File: src/rtl/ysyx_22050598_trap_ctrl_pkg.sv
// ysyx_22050598_trap_ctrl_pkg: CSR addresses, mstatus fields, trap causes and FSM encoding.
package ysyx_22050598_trap_ctrl_pkg;
  localparam int XLEN = 64;
  localparam logic [11:0] CSR_MSTATUS = 12'h300;
  localparam logic [11:0] CSR_MIE     = 12'h304;
  localparam logic [11:0] CSR_MTVEC   = 12'h305;
  localparam logic [11:0] CSR_MEPC    = 12'h341;
  localparam logic [11:0] CSR_MCAUSE  = 12'h342;
  localparam int MS_MIE    = 3;
  localparam int MS_MPIE   = 7;
  localparam int MS_MPP_LO = 11;
  localparam int MS_MPP_HI = 12;
  localparam int MIE_MTIE  = 7;
  localparam logic [63:0] CAUSE_ECALL_D  = 64'hb;
  localparam logic [63:0] CAUSE_EBREAK_D = 64'h3;
  localparam logic [63:0] CAUSE_MTI_D    = 64'h8000_0000_0000_0007;
  typedef enum logic [2:0] {
    IDLE     = 3'd0,
    W_EPC    = 3'd1,
    W_CAUSE  = 3'd2,
    W_STATUS = 3'd3,
    R_STATUS = 3'd4,
    REDIRECT = 3'd5
  } state_e;
endpackage

File: src/rtl/ysyx_22050598_trap_tgt_calc.sv
// ysyx_22050598_trap_tgt_calc: redirect target from mtvec (direct/vectored) or mepc.
module ysyx_22050598_trap_tgt_calc #(
  parameter int XLEN = 64
) (
  input  logic            is_irq_i,
  input  logic            is_mret_i,
  input  logic [XLEN-1:0] cause_i,
  input  logic [XLEN-1:0] mtvec_i,
  input  logic [XLEN-1:0] mepc_i,
  output logic [XLEN-1:0] tgt_o
);
  logic [XLEN-1:0] base;
  logic            unused_cause;
  assign unused_cause = ^cause_i[XLEN-1:XLEN-2];
  // Modes 2/3 are reserved and fall back to direct.
  always_comb begin
    base  = {mtvec_i[XLEN-1:2], 2'b00};
    tgt_o = is_mret_i ? {mepc_i[XLEN-1:2], 2'b00}
          : (is_irq_i && mtvec_i[1:0] == 2'b01) ? base + {cause_i[XLEN-3:0], 2'b00}
          : base;
  end
endmodule

File: src/rtl/ysyx_22050598_trap_ctrl.sv
// ysyx_22050598_trap_ctrl: sequences M-mode trap entry and mret via one CSR write port, then redirects fetch.
module ysyx_22050598_trap_ctrl
  import ysyx_22050598_trap_ctrl_pkg::*;
#(
  parameter int              XLEN         = 64,
  parameter logic [XLEN-1:0] CAUSE_ECALL  = CAUSE_ECALL_D,
  parameter logic [XLEN-1:0] CAUSE_EBREAK = CAUSE_EBREAK_D,
  parameter logic [XLEN-1:0] CAUSE_MTI    = CAUSE_MTI_D
) (
  input  logic            clk,
  input  logic            rst,
  input  logic            ex_valid_i,
  input  logic [XLEN-1:0] ex_pc_i,
  input  logic            ex_inst_is_ecall_i,
  input  logic            ex_inst_is_ebreak_i,
  input  logic            ex_inst_is_mret_i,
  input  logic            irq_mtip_i,
  input  logic [XLEN-1:0] csr_mstatus_i,
  input  logic [XLEN-1:0] csr_mie_i,
  input  logic [XLEN-1:0] csr_mtvec_i,
  input  logic [XLEN-1:0] csr_mepc_i,
  output logic            trap_busy_o,
  output logic            csr_wr_en_o,
  output logic [11:0]     csr_wr_addr_o,
  output logic [XLEN-1:0] csr_wr_data_o,
  output logic            redirect_valid_o,
  output logic [XLEN-1:0] redirect_pc_o,
  input  logic            redirect_ready_i
);
  state_e          state_q, state_d;
  logic [XLEN-1:0] pc_q, pc_d, cause_q, cause_d, status_q, status_d, tgt_q, tgt_d;
  logic [XLEN-1:0] sel_cause, tgt, st_trap, st_ret;
  logic            irq_take, ecall_take, ebreak_take, mret_take, trap_take, ret_take, any_take;
  logic            unused_mie;
  assign unused_mie = ^{csr_mie_i[XLEN-1:MIE_MTIE+1], csr_mie_i[MIE_MTIE-1:0]};
  // Qualifiers are gated by rst so every output reads 0 while in reset.
  always_comb begin
    irq_take    = rst & ex_valid_i & irq_mtip_i & csr_mstatus_i[MS_MIE] & csr_mie_i[MIE_MTIE];
    ecall_take  = rst & ex_valid_i & ex_inst_is_ecall_i;
    ebreak_take = rst & ex_valid_i & ex_inst_is_ebreak_i;
    mret_take   = rst & ex_valid_i & ex_inst_is_mret_i;
    trap_take   = irq_take | ecall_take | ebreak_take;
    ret_take    = mret_take & ~trap_take;
    any_take    = (state_q == IDLE) & (trap_take | ret_take);
    sel_cause   = irq_take ? CAUSE_MTI : ecall_take ? CAUSE_ECALL : CAUSE_EBREAK;
  end
  ysyx_22050598_trap_tgt_calc #(.XLEN(XLEN)) u_tgt (
    .is_irq_i (irq_take),
    .is_mret_i(ret_take),
    .cause_i  (sel_cause),
    .mtvec_i  (csr_mtvec_i),
    .mepc_i   (csr_mepc_i),
    .tgt_o    (tgt)
  );
  always_comb begin
    state_d  = state_q;
    pc_d     = pc_q;
    cause_d  = cause_q;
    status_d = status_q;
    tgt_d    = tgt_q;
    case (state_q)
      IDLE: if (any_take) begin
        state_d  = trap_take ? W_EPC : R_STATUS;
        pc_d     = ex_pc_i;
        cause_d  = sel_cause;
        status_d = csr_mstatus_i;
        tgt_d    = tgt;
      end
      W_EPC:    state_d = W_CAUSE;
      W_CAUSE:  state_d = W_STATUS;
      W_STATUS: state_d = REDIRECT;
      R_STATUS: state_d = REDIRECT;
      REDIRECT: state_d = redirect_ready_i ? IDLE : REDIRECT;
      default:  state_d = IDLE;
    endcase
  end
  always_ff @(posedge clk or negedge rst) begin
    if (!rst) begin
      state_q  <= IDLE;
      pc_q     <= '0;
      cause_q  <= '0;
      status_q <= '0;
      tgt_q    <= '0;
    end else begin
      state_q  <= state_d;
      pc_q     <= pc_d;
      cause_q  <= cause_d;
      status_q <= status_d;
      tgt_q    <= tgt_d;
    end
  end
  always_comb begin
    st_trap                       = status_q;
    st_trap[MS_MPIE]              = status_q[MS_MIE];
    st_trap[MS_MIE]               = 1'b0;
    st_trap[MS_MPP_HI:MS_MPP_LO]  = 2'b11;
    st_ret                        = status_q;
    st_ret[MS_MIE]                = status_q[MS_MPIE];
    st_ret[MS_MPIE]               = 1'b1;
    st_ret[MS_MPP_HI:MS_MPP_LO]   = 2'b11;
    trap_busy_o      = (state_q != IDLE) | any_take;
    csr_wr_en_o      = state_q inside {W_EPC, W_CAUSE, W_STATUS, R_STATUS};
    csr_wr_addr_o    = state_q == W_EPC ? CSR_MEPC
                     : state_q == W_CAUSE ? CSR_MCAUSE
                     : (state_q == W_STATUS || state_q == R_STATUS) ? CSR_MSTATUS
                     : 12'h0;
    csr_wr_data_o    = state_q == W_EPC ? pc_q
                     : state_q == W_CAUSE ? cause_q
                     : state_q == W_STATUS ? st_trap
                     : state_q == R_STATUS ? st_ret
                     : '0;
    redirect_valid_o = state_q == REDIRECT;
    redirect_pc_o    = state_q == REDIRECT ? tgt_q : '0;
  end
endmodule

File: config.mk
export PLATFORM = sky130hd
export DESIGN_NAME = ysyx_22050598_trap_ctrl
export DESIGN_NICKNAME = d
export VERILOG_FILES = /design/src/rtl/ysyx_22050598_trap_ctrl_pkg.sv /design/src/rtl/ysyx_22050598_trap_tgt_calc.sv /design/src/rtl/ysyx_22050598_trap_ctrl.sv
export SDC_FILE = /design/constraint.sdc
export NUM_CORES = 1
export LEC_CHECK = 0
export BUFFER_PORTS_ARGS = -buffer_cell sky130_fd_sc_hd__buf_4
export CORE_MARGIN = 3
export CORE_UTILIZATION = 25
export CTS_CLUSTER_DIAMETER = 40
export DETAILED_ROUTE_END_ITERATION = 10
export GPL_TIMING_DRIVEN = 0
export MAX_ROUTING_LAYER = met4
export PLACE_DENSITY = 0.45
export REMOVE_ABC_BUFFERS = 1
export SLEW_MARGIN = 0
export SYNTH_ARGS = -nofsm -noshare
export SYNTH_HDL_FRONTEND = slang
export SYNTH_HIERARCHICAL = 1
export SYNTH_SLANG_ARGS = --single-unit
File: constraint.sdc
create_clock -name clk -period 1.7 [get_ports clk]
set_input_delay 0.085 -clock clk [delete_from_list [all_inputs] [get_ports clk]]
set_output_delay 0.085 -clock clk [all_outputs]
set_load 0.05 [all_outputs]
==> metrics.txt <==
GPL Wtd Cong=0.851; outcome=finished, violations left; R2R setup slack=-0.81 ns; DR iter-0 viols=728; Syn Std Cell Area=~14000 um2; worst skew pair latency=around 0.50 ns; Reg2Reg Launch Point=state_q[1]$_DFFE_PN0P_; Die Span Y=around 240 um; critical hold path startpoint=csr_mtvec_i[29]; max_cap viols=0; Final Hold Viols=0; first-pass GRT wire length=between 80000 and 90000 um; ANT nets after route=0; I/O Buffers=between 300 and 400; Tmin final=between 2 and 3 ns; Critical Path Max Stage Delay=between 0.3 and 0.4 ns; Starting Density=around a quarter; initial antenna violation count=5; vias in the first global route=15000; Routed WL=between 60000 and 70000 um; share of cells above drive strength 1=~46%; Hold Path Sink=tgt_q[29]$_DFFE_PN0P_; WHS Path Cells=4; Critical Path Source Type=input port; Final setup viols=330; post-layout util=a little under half; cells along the critical path=buf_8, nand3_4, and4_4, ha_4, a21oi_4, a21oi_4, o21ai_2, nand3_2, a31o_4, a31o_4, a41o_1, a41o_1, o21ai_1, or3b_1, mux2_4; Hold Crit Class=in2reg; Post-synth EDFFs=0; Synth Area per Inst=between 9 and 10 um2; Sink Count=between 150 and 200; max-slew violation count=0; Crit path required time=2.08 ns; nets@finish=between 2000 and 3000; Area growth syn-to-layout=85.2%; CTS tree=done; Main synth FF type=dfrtp_1; Unique masters post-synth=76; maximum vdd ir drop=about 0.82 mV; Worst-path clk slew=roughly 0.08 ns; failing checks=setup timing; average vias per placed instance=4.87; P_leak=11.6 nW; Die Area=between 50000 and 60000 um2; Std-Cell Rows=85; final period utilization=159%; setup ws final=-1.00 ns; YS warnings=6; I/O pins=471; CP bufs+invs=1; largest net degree at the start of global routing=53; unrepaired setup endpoints after global routing=true; 1st-pass router iterations=5; Reg2Reg Depth=10; Crit path max-delay family=compound AO/OA/AOI/OAI gates; ys async rst share=100%; GR Util All Layers=20.7%; worst hold slack=0.0320 ns; synthesized instance count=roughly 1400; sequential area share after synthesis=35.9%; deepest clock path buffer count=2; Reg-to-Reg End=tgt_q[62]$_DFFE_PN0P_; htree depth=4; Crit Path Class=in2reg; slowest CP cell=or3b_1; DR DRC count=0; synth top area cells=dfrtp_1 36%, mux2_1 15%, ha_1 5.6%, a22o_1 3.6%, o21ai_0 3.5%; dpl cells=2479; DP HPWL=roughly 37000 um; pwr/cell area=~1400 nW/um2; Layout Cells excl Fill=about 2900; die width=between 200 and 250 um; CTS Buf Count=17; total power draw=approximately 35 mW; Worst slew margin=between 30 and 40%; actual slew at the worst max-slew pin=0.908 ns; area leader, netlist=dfrtp_1; DR WL/cell=~21 um; crit end category=register; Place WS=-3.78 ns; root buffer cell=clkbuf_16; Setup Skew=around 0.015 ns; FMAX=about 370 MHz; area of the core=53900 um2; Yosys top cell area share=35.9%; DR vias=about 14000; #FFs+latches synth=a little under 200; Crit Path Max Fanout=4; critical path arrival=between 3 and 4 ns; GR Overflow Total=0
[tightest hold or removal path: cells and delay by family]
family / cells / cell delay [ns]
mux: 1 / 0.14
buf+inv: 1 / 0.10
compound gates: 2 / 0.16
[cell type report]
class	count	area, um2
diodes	5	12.5
clock buffers	17	425
clock inverters	15	206
fillers	5000	28600
inverters	16	63.8
multi-input cells	1165	10100
flip-flops and latches	196	4910
well taps	696	871
repair buffers	800	8700
[metal layers]
metal	vias to the layer above	share of wire [%]	GRT usage, %	routed length, um
li1	6669	-	-	-
met1	7065	44	25.8	27500
met2	350	48	33.4	29900
met3	82	4.6	4.36	2870
met4	0	2.7	7.03	1640
met5	-	0	-	0
[worst max-delay path by stage]
stage / slack [ns] / depth (start not counted) / start / to
floorplan: -4.98 / 3 / state_q[1]$_DFFE_PN0P_ / pc_q[24]$_DFFE_PN0P_
detailed placement: -3.78 / 16 / rst / tgt_q[62]$_DFFE_PN0P_
global placement: -9.82 / 4 / rst / tgt_q[63]$_DFFE_PN0P_
finish: -1.00 / 15 / csr_mstatus_i[3] / tgt_q[60]$_DFFE_PN0P_
global route: -1.04 / 17 / csr_mstatus_i[3] / tgt_q[45]$_DFFE_PN0P_
CTS: -0.97 / 15 / csr_mie_i[7] / tgt_q[60]$_DFFE_PN0P_
[power by group]
group          switching [mW]  internal [mW]  total [mW]
registers                1.51           7.03        8.54
logic                    10.8           10.8        21.6
clock network            2.38           2.14        4.52
total                    14.7           20.0        34.6
[metrics by stage]
stage | instance area, um2 | setup TNS (ns)
global placement | 17200 | -2273.56
finish | 25300 | -204.15
floorplan | 13300 | -1031.75
global route | 25300 | -219.84
CTS | 24000 | -209.96
detailed placement | 17600 | -462.72
[synthesized netlist by cell type (4+ instances only)]
| cell type | instances |
|---|---|
| nand2_1 | 109 |
| buf_2 | 6 |
| ha_1 | 61 |
| mux2i_1 | 13 |
| inv_1 | 16 |
| a22oi_1 | 6 |
| and2_1 | 67 |
| dfrtp_1 | 196 |
| mux2_1 | 179 |
| nor2b_1 | 11 |
| nor3_1 | 19 |
| nand3_1 | 21 |
| mux2_2 | 31 |
| or3_1 | 5 |
| and3_1 | 14 |
| nand4_1 | 18 |
| nor2_1 | 58 |
| or2_2 | 5 |
| clkbuf_1 | 61 |
| a21boi_0 | 4 |
| o21a_1 | 6 |
| buf_8 | 10 |
| a31oi_1 | 15 |
| xor2_1 | 24 |
| o211ai_1 | 8 |
| a21oi_1 | 95 |
| buf_4 | 20 |
| xnor2_1 | 28 |
| nand2b_1 | 5 |
| nand3b_1 | 5 |
| o21ai_0 | 96 |
| a22o_1 | 56 |
| a21o_1 | 36 |
| nor3b_1 | 13 |
| o21bai_1 | 13 |
[what timing repair did]
action / 4_1_cts / 5_1_grt
hold endpoints to repair: 295 / 0
pin swaps: 88 / 161
gates resized for setup: 475 / 342
cloned: 30 / 13
setup endpoints to repair: 332 / 330
setup buffers: 110 / 57
hold buffers: 216 / 0
[layout by cell type, fill, tap and decap left out, types with 18 or more instances in the layout]
| cell type | count |
|---|---|
| dlygate4sd3_1 | 214 |
| nand2_1 | 106 |
| o21ai_0 | 52 |
| a22o_1 | 55 |
| conb_1 | 73 |
| buf_8 | 84 |
| buf_12 | 42 |
| ha_1 | 59 |
| mux2_4 | 190 |
| o21ai_1 | 34 |
| clkbuf_16 | 24 |
| a21oi_1 | 77 |
| buf_4 | 310 |
| dfrtp_1 | 193 |
| nand4_1 | 18 |
| xnor2_1 | 20 |
| buf_6 | 124 |
| nor2_1 | 48 |
| a21o_1 | 36 |
| xor2_1 | 22 |
| and2_4 | 69 |
[sequential cells by signal, summed over array words and instances (netlist names)]
register	flops
tgt_q	64
pc_q	64
status_q	62
state_q	3
cause_q	3
[cells by family (layout without fill, tap and decap cells)]
family	count (synthesis)	count (layout)	synth area share [%]
compound gates	380	380	18.4
xor+xnor	52	52	3.33
fa+ha+maj	62	62	5.73
buf+inv	117	848	4.75
flops	196	196	35.9
mux	223	223	18.2
other cells	3	78	0.0824
simple gates	364	375	13.6
Note: power is estimated with default switching activity, not from simulation.
